--- config.mk ---
export PLATFORM = sky130hd
export DESIGN_NAME = mem_ctrl
export DESIGN_NICKNAME = d
export VERILOG_FILES = /design/src/rtl/mem_ctrl_pkg.sv /design/src/rtl/mem_ctrl_ext.sv /design/src/rtl/mem_ctrl.sv
export SDC_FILE = /design/constraint.sdc
export NUM_CORES = 1
export LEC_CHECK = 0
export ABC_CLOCK_PERIOD_IN_PS = 7000
export CORE_MARGIN = 5
export CORE_UTILIZATION = 35
export CTS_CLUSTER_DIAMETER = 40
export DETAILED_ROUTE_END_ITERATION = 6
export GPL_TIMING_DRIVEN = 0
export SETUP_SLACK_MARGIN = 0.15
export SYNTH_ARGS = -nofsm -noshare
export SYNTH_HDL_FRONTEND = slang
export SYNTH_SLANG_ARGS = --single-unit
--- constraint.sdc ---
create_clock -name clk -period 7 [get_ports clk]
set_clock_uncertainty 0.05 [all_clocks]
set_input_delay 1.4 -clock clk [delete_from_list [all_inputs] [get_ports clk]]
set_output_delay 1.4 -clock clk [all_outputs]
set_load 0.01 [all_outputs]
--- src/rtl/mem_ctrl_pkg.sv ---
// Shared encodings for the MEM-stage memory controller: length codes, FSM states, IO base.
package mem_ctrl_pkg;

    localparam logic [1:0] MemLenByte = 2'b00;
    localparam logic [1:0] MemLenHalf = 2'b01;
    localparam logic [1:0] MemLenWord = 2'b10;

    localparam logic [31:0] IO_BASE_DEFAULT = 32'h0003_0000;

    typedef enum logic [1:0] {
        IDLE,
        READ,
        WRITE,
        DONE
    } state_e;

    // Length code 2'b11 is treated as a word access.
    function automatic logic [2:0] len_bytes(input logic [1:0] len);
        case (len)
            MemLenByte: return 3'd1;
            MemLenHalf: return 3'd2;
            default:    return 3'd4;
        endcase
    endfunction

endpackage

--- src/rtl/mem_ctrl_ext.sv ---
// Combinational sign/zero extender for assembled load data.
module mem_ext
    import mem_ctrl_pkg::*;
(
    input  logic [31:0] value,
    input  logic [1:0]  len,
    input  logic        sign_en,
    output logic [31:0] result
);

    always_comb begin
        result = value;
        case (len)
            MemLenByte: result = {{24{sign_en & value[7]}}, value[7:0]};
            MemLenHalf: result = {{16{sign_en & value[15]}}, value[15:0]};
            default:    result = value;
        endcase
    end

endmodule

--- src/rtl/mem_ctrl.sv ---
// Serializes MEM-stage load/store requests onto an 8-bit synchronous RAM port.
// Optional MEM_CTRL_IO_STALL_EN: stores into IO space hold while io_buffer_full is high.
module mem_ctrl
    import mem_ctrl_pkg::*;
#(
    parameter int                    ADDR_WIDTH = 32,
    parameter logic [ADDR_WIDTH-1:0] IO_BASE    = ADDR_WIDTH'(IO_BASE_DEFAULT)
) (
    input  logic                  clk,
    input  logic                  rst_n,
    input  logic                  mem_read,
    input  logic                  mem_write,
    input  logic                  mem_signed,
    input  logic [ADDR_WIDTH-1:0] mem_addr,
    input  logic [1:0]            mem_len,
    input  logic [31:0]           mem_w_data,
    output logic [31:0]           mem_r_data,
    output logic                  mem_done,
    input  logic [7:0]            ram_din,
    output logic [7:0]            ram_dout,
    output logic [ADDR_WIDTH-1:0] ram_a,
    output logic                  ram_wr
`ifdef MEM_CTRL_IO_STALL_EN
    ,
    input  logic                  io_buffer_full
`endif
);

    state_e                state, state_nx;
    logic [ADDR_WIDTH-1:0] addr_q, ram_a_q, cur_addr;
    logic [1:0]            len_q;
    logic                  sign_q, is_write_q;
    logic [31:0]           wdata_q, asm_q, ext_val;
    logic [2:0]            cnt, n_bytes;
    logic [1:0]            byte_idx;
    logic                  io_full, stall;

`ifdef MEM_CTRL_IO_STALL_EN
    assign io_full = io_buffer_full;
`else
    assign io_full = 1'b0;
`endif

    assign n_bytes  = len_bytes(len_q);
    assign cur_addr = addr_q + ADDR_WIDTH'(cnt);
    assign byte_idx = cnt[1:0] - 2'd1;
    assign stall    = (state == WRITE) && io_full && (cur_addr >= IO_BASE);

    mem_ext u_ext (
        .value  (asm_q),
        .len    (len_q),
        .sign_en(sign_q),
        .result (ext_val)
    );

    always_ff @(posedge clk or negedge rst_n) begin
        if (!rst_n) state <= IDLE;
        else        state <= state_nx;
    end

    always_comb begin
        state_nx   = state;
        ram_wr     = 1'b0;
        ram_dout   = 8'h00;
        ram_a      = ram_a_q;
        mem_done   = 1'b0;
        mem_r_data = 32'h0;
        case (state)
            IDLE: begin
                if (mem_write)     state_nx = WRITE;
                else if (mem_read) state_nx = READ;
            end
            WRITE: begin
                ram_a    = cur_addr;
                ram_dout = wdata_q[{cnt[1:0], 3'b000} +: 8];
                if (!stall) begin
                    ram_wr = 1'b1;
                    if (cnt == n_bytes - 3'd1) state_nx = DONE;
                end
            end
            READ: begin
                // Final cycle only collects the last byte; the address is left as-is.
                if (cnt < n_bytes) ram_a = cur_addr;
                if (cnt == n_bytes) state_nx = DONE;
            end
            DONE: begin
                mem_done   = 1'b1;
                mem_r_data = is_write_q ? 32'h0 : ext_val;
                state_nx   = IDLE;
            end
            default: state_nx = IDLE;
        endcase
    end

    always_ff @(posedge clk or negedge rst_n) begin
        if (!rst_n) begin
            cnt        <= 3'd0;
            addr_q     <= '0;
            ram_a_q    <= '0;
            len_q      <= 2'b00;
            sign_q     <= 1'b0;
            is_write_q <= 1'b0;
            wdata_q    <= 32'h0;
            asm_q      <= 32'h0;
        end else begin
            ram_a_q <= ram_a;
            case (state)
                IDLE: begin
                    cnt <= 3'd0;
                    if (mem_write || mem_read) begin
                        addr_q     <= mem_addr;
                        len_q      <= mem_len;
                        sign_q     <= mem_signed;
                        is_write_q <= mem_write;
                        wdata_q    <= mem_w_data;
                        asm_q      <= 32'h0;
                    end
                end
                WRITE: if (!stall) cnt <= cnt + 3'd1;
                READ: begin
                    // ram_din belongs to the address driven one cycle earlier.
                    if (cnt != 3'd0) asm_q[{byte_idx, 3'b000} +: 8] <= ram_din;
                    cnt <= cnt + 3'd1;
                end
                default: cnt <= 3'd0;
            endcase
        end
    end

endmodule

# Word level (Yosys, flattened, before mapping)
# Index checks and enable logic that the tools add are counted.
# word_totals
ff_bits	137
mem_bits_ro	0
input_bits	79
word_cells	59
memories	0
ram_bits	0
latchBits	0
# op_classes
eq_ne	11
shift	3
addsub	5
magnitude_cmp	1
bitwise	2
n_mul	0
div	0
n_reduce_logical	9
muxes	19
# ops
cell	count
case mux 32 bit (2 select lines)	3
two-way mux 32 bit	5
adder 32 x 3 -> 32 bit	1
bitwise mux 32 bit	1
variable shift 8 x 7 -> 32 bit (first input constant)	1
indexed part select 32 x 6 -> 8 bit	1
indexed part select 8 x 7 -> 32 bit	1
two-way mux 2 bit	4
two-way mux 8 bit	1
case mux 2 bit (4 select lines)	1
negation 5 -> 7 bit	1
equality test 3 bit	2
inequality test 2 bit (second input constant)	3
case mux 3 bit (2 select lines)	1
AND reduction 3 bit	2
equality test 2 x 1 -> 1 bit (second input constant)	2
equality test 2 bit (second input constant)	2
zero test 2 bit	2
adder 3 x 1 -> 3 bit (second input constant)	1
less-than comparator 3 bit	1
two-way mux 3 bit	1
inequality test 3 bit (second input constant)	1
nonzero test 3 bit	1
subtractor 3 x 1 -> 3 bit (second input constant)	1
other kinds (8)	10

# Logic depth before layout (Yosys ltp)
# depth
word_depth	6
depth_mapped	10
mapped_depth_nobuf	8

# Cells and area by module
# From an unflattened synthesis, not the netlist that was laid out.
# hier_totals
cells_unflattened	602
area_unflattened_um2	6889.1
# by_module_without_submodules
module	cells_per_inst	area_per_inst_um2	seq_area_each_um2	instances
mem_ctrl	536	6503.7	3428.3	1
mem_ext	66	385.4	0.0	1

# Worst setup path before layout
# No wires, ideal clock.
# synth_timing
kind	register -> output
start	register cnt[1]
end	output ram_a[8]
slack_ns	3.105
path_stages_with_launch	9
arrival_time_ns	2.445
t_required_ns	5.550
cell_sequence	dfrtp_1 > clkbuf_1 > inv_1 > fa_1 > nand2b_1 > a21oi_2 > nand3_1 > xor2_1 > o21ai_0
# synth_via
elab_chain_cells	3
elab_cells_between_ends	4
# synth_lines
item	line	source
start: declaration	mem_ctrl.sv:34	logic [2:0] cnt, n_bytes;
start signal: assignment	mem_ctrl.sv:119	WRITE: if (!stall) cnt <= cnt + 3'd1;
start signal: assignment	mem_ctrl.sv:123	cnt <= cnt + 3'd1;
adder 32 x 3 -> 32 bit or less-than comparator 3 bit (tied branches)	mem_ctrl.sv:45, mem_ctrl.sv:83	
two-way mux 32 bit	mem_ctrl.sv:83	if (cnt < n_bytes) ram_a = cur_addr;
case mux 32 bit (2 select lines) (*)	mem_ctrl.sv:68	case (state)
end: declaration	mem_ctrl.sv:21	output logic [ADDR_WIDTH-1:0] ram_a,
# Mark *: on every way between the ends. The rest lies on a longest branch, timed or not.

# Worst setup path in the final report
# layout_timing
start	register cnt[1]
end	output ram_a[26]
# Same word-level chain as after synthesis.

==> impl_metrics.env <==
export IMPL_ctsHoldBuffers=0
export IMPL_synth_top_flop_cell="dfrtp_1"
export IMPL_peakVddDrop_mv=0.2059
export IMPL_dp_slack_ns=1.749
export IMPL_cts_buffers=17
export IMPL_fmax_mhz=179.4
export IMPL_synth_seq_cells=137
export IMPL_die_area_mm2=0.02185
export IMPL_core_area_mm2=0.01871
export IMPL_synth_area_top_cells="dfrtp_1 (52%), mux2_2 (11%), o21ai_1 (3.5%)"
export IMPL_cp_cell_sequence="clkbuf_1 > inv_1 > fa_1 > nand2b_1 > a21oi_2 > nand4_1 > xor2_1 > o21ai_1 > clkdlybuf4s50_1"
export IMPL_avgSynthCellArea_um2=11.27
export IMPL_grt_pass1_wl_um=28970
export IMPL_num_io_pins=153
export IMPL_tightest_slew_ns=0.7554
export IMPL_io_buffers=152
export IMPL_post_route_period_util=0.7965
export IMPL_grt_pass1_vias=5397
export IMPL_drc_errors=0
export IMPL_drtIter0Drc=265
export IMPL_via_per_inst=4.990
export IMPL_synthesis_area_mm2=0.006648
export IMPL_end_kind="primary output"
export IMPL_clkPwrFrac=0.200
export IMPL_final_hold_viol_count=0
export IMPL_antenna_found_initial=0
export IMPL_initial_utilization=0.3554
export IMPL_critical_path_max_fanout=10
export IMPL_cts_htree_levels=4
export IMPL_p_leak_nw=3.670
export IMPL_status="finished clean"
export IMPL_cts_tree="done"
export IMPL_cp_slowest_cell="clkdlybuf4s50_1"
export IMPL_ys_top_cells_by_count="dfrtp_1 (137), mux2_2 (67), nand2_1 (48)"
export IMPL_post_cts_setup_buffers=0
export IMPL_startpoint_type="flip-flop"
export IMPL_fin_crit_ns=5.575
export IMPL_fin_ws_ns=1.425
export IMPL_cp_buffers_inverters=3
export IMPL_grt_ovfl_total=0
export IMPL_diodes=0
export IMPL_cts_root_buf="clkbuf_16"
export IMPL_yosysWarnings=0
export IMPL_clk_latency_ns=0.42
export IMPL_synth_top_cell_area_share=0.5157
export IMPL_rsz0062_at_grt="no"
export IMPL_wirelength_um=18110
export IMPL_cts_sinks=137
export IMPL_fin_area_mm2=0.009026
export IMPL_grt_max_degree=92
export IMPL_die_h_um=147.8
export IMPL_crit_required_ns=5.55
export IMPL_die_x_um=147.8
export IMPL_placed_area_mm2=0.008491
export IMPL_p_sw_frac=0.3837
export IMPL_combPwrFrac=0.480
export IMPL_hpwlAfterDp_um=13290
export IMPL_gp_congestion=0.8617
export IMPL_slew_headroom=0.4922
export IMPL_ys_seq_area_frac=0.5157
export IMPL_cts_resized=0
export IMPL_wl_per_cell_um=17.96
export IMPL_drive_above_1_share=0.1757
export IMPL_intPower_mw=2.521
export IMPL_detail_route_antenna_nets=0
export IMPL_critical_path_class="flip-flop to primary output"
export IMPL_synth_edf_count=0
export IMPL_area_growth_pct=35.78
export IMPL_num_rows=50
export IMPL_hp_class="flip-flop to flip-flop"
export IMPL_slowest_delay_ns=0.59
export IMPL_ys_async_sr_fraction=1.000
export IMPL_pwr_share_seq=0.320
export IMPL_vias=5030
export IMPL_arrival_ns=4.13
export IMPL_grt_usage=0.1692
export IMPL_rrSetupSlack_ns=3.72
export IMPL_cts_path_max_buffers=2
export IMPL_layout_nets=857
export IMPL_yosys_area_top_type="dfrtp_1"
export IMPL_nFillCells=1695
export IMPL_setup_viol=0
export IMPL_synthesis_nets=685
export IMPL_yosys_cell_count_top_type="dfrtp_1"
export IMPL_p_per_area_mw_per_mm2=453.2
export IMPL_p_sw_mw=1.570
export IMPL_drtPass1Iterations=5
export IMPL_cp_top_family="buffers and inverters"
export IMPL_cap_viol_max_count=0
export IMPL_yosys_cell_types_count=46
export IMPL_maxSlewViolCount=0
export IMPL_clk_pin_slew_ns=0.06
export IMPL_syn_inst=590
==> path summary, 6_finish.rpt <==
path,start,to,depth (start not counted)
setup / recovery,cnt[1]$_DFF_PN0_,ram_a[26],9
hold / removal,wdata_q[9]$_DFFE_PN0P_,wdata_q[9]$_DFFE_PN0P_,1
setup reg to reg,cnt[1]$_DFF_PN0_,ram_a_q[26]$_DFF_PN0_,8
hold reg to reg,wdata_q[9]$_DFFE_PN0P_,wdata_q[9]$_DFFE_PN0P_,1
max in group asynchronous,rst_n,asm_q[16]$_DFFE_PN0P_,2
min in group asynchronous,rst_n,addr_q[19]$_DFFE_PN0P_,1
==> per-layer routing <==
layer  vias to the layer above  share of wire  global-route usage  routed length [um]
met5                         -              0                   0                   0
met4                         0          0.015             0.04619                 267
met3                        16          0.048             0.04537                 865
met2                       117           0.49              0.2815                8925
met1                      2495           0.44              0.2194                8047
li1                       2402              -                   -                   -
==> kinds of logic after synthesis <==
logic type,Yosys count,synth area share
AO/OA/AOI/OAI,108,0.09901
XOR/XNOR,32,0.04216
adder cells (fa/ha/maj),16,0.03124
buffers and inverters,67,0.04141
flip-flops,137,0.5157
multiplexers,76,0.1421
AND/OR/NAND/NOR,154,0.1284
==> power by group through the flow <==
stage	combinational (mW)	clock, mW	sequential (mW)
floorplan	1.21	0	1.26
global placement	1.94	0	1.31
detailed placement	1.98	0	1.32
CTS	1.99	0.835	1.31
global route	2.16	0.868	1.35
finish	1.96	0.817	1.31
==> through the flow <==
stage	cells	TNS, ns	hold WS, ns	util	total power, mW
floorplan	590	0	0.4136	-	2.468
global placement	976	-126.98	0.4264	0.4524	3.248
detailed placement	977	0	0.4324	0.4539	3.307
CTS	1008	0	0.4517	0.4825	4.139
global route	1008	0	0.4685	0.4825	4.371
finish	1008	0	0.4504	0.4825	4.091
==> sequential cells by signal (all words and copies together) (netlist names) <==
register,cells
is_write_q,1
asm_q,32
state,2
cnt,3
wdata_q,32
sign_q,1
addr_q,32
ram_a_q,32
len_q,2
==> placed cells by master (no fill, tap or decap), drive strengths merged, types with 3 or more instances in the layout <==
cell	synthesis	final
clkdlybuf4s50	0	151
dfrtp	137	137
mux2	67	67
o21ai	64	64
nand2	48	48
inv	39	39
nand3	38	38
clkbuf	13	37
xor2	23	23
and2	22	22
a21oi	20	20
buf	15	17
nand4	16	16
ha	15	15
xnor2	9	9
o21a	8	8
mux4	8	8
a22o	8	8
nor2	7	7
nor2b	5	5
and3	5	5
clkinv	0	5
nor4	4	4
nor3	3	3
==> final cells by class <==
class	instances	area, um2	share of cell area
Buffer	28	128.9	0.01428
Clock buffer	24	491.7	0.05448
Timing Repair Buffer	153	1550	0.1717
Clock inverter	7	43.79	0.004852
Tap cell	234	292.8	0.03244
Inverter	39	146.4	0.01622
Multi-Input combinational cell	386	2944	0.3262
Sequential cell	137	3428	0.3798
Note: power is estimated with default switching activity, not from simulation.
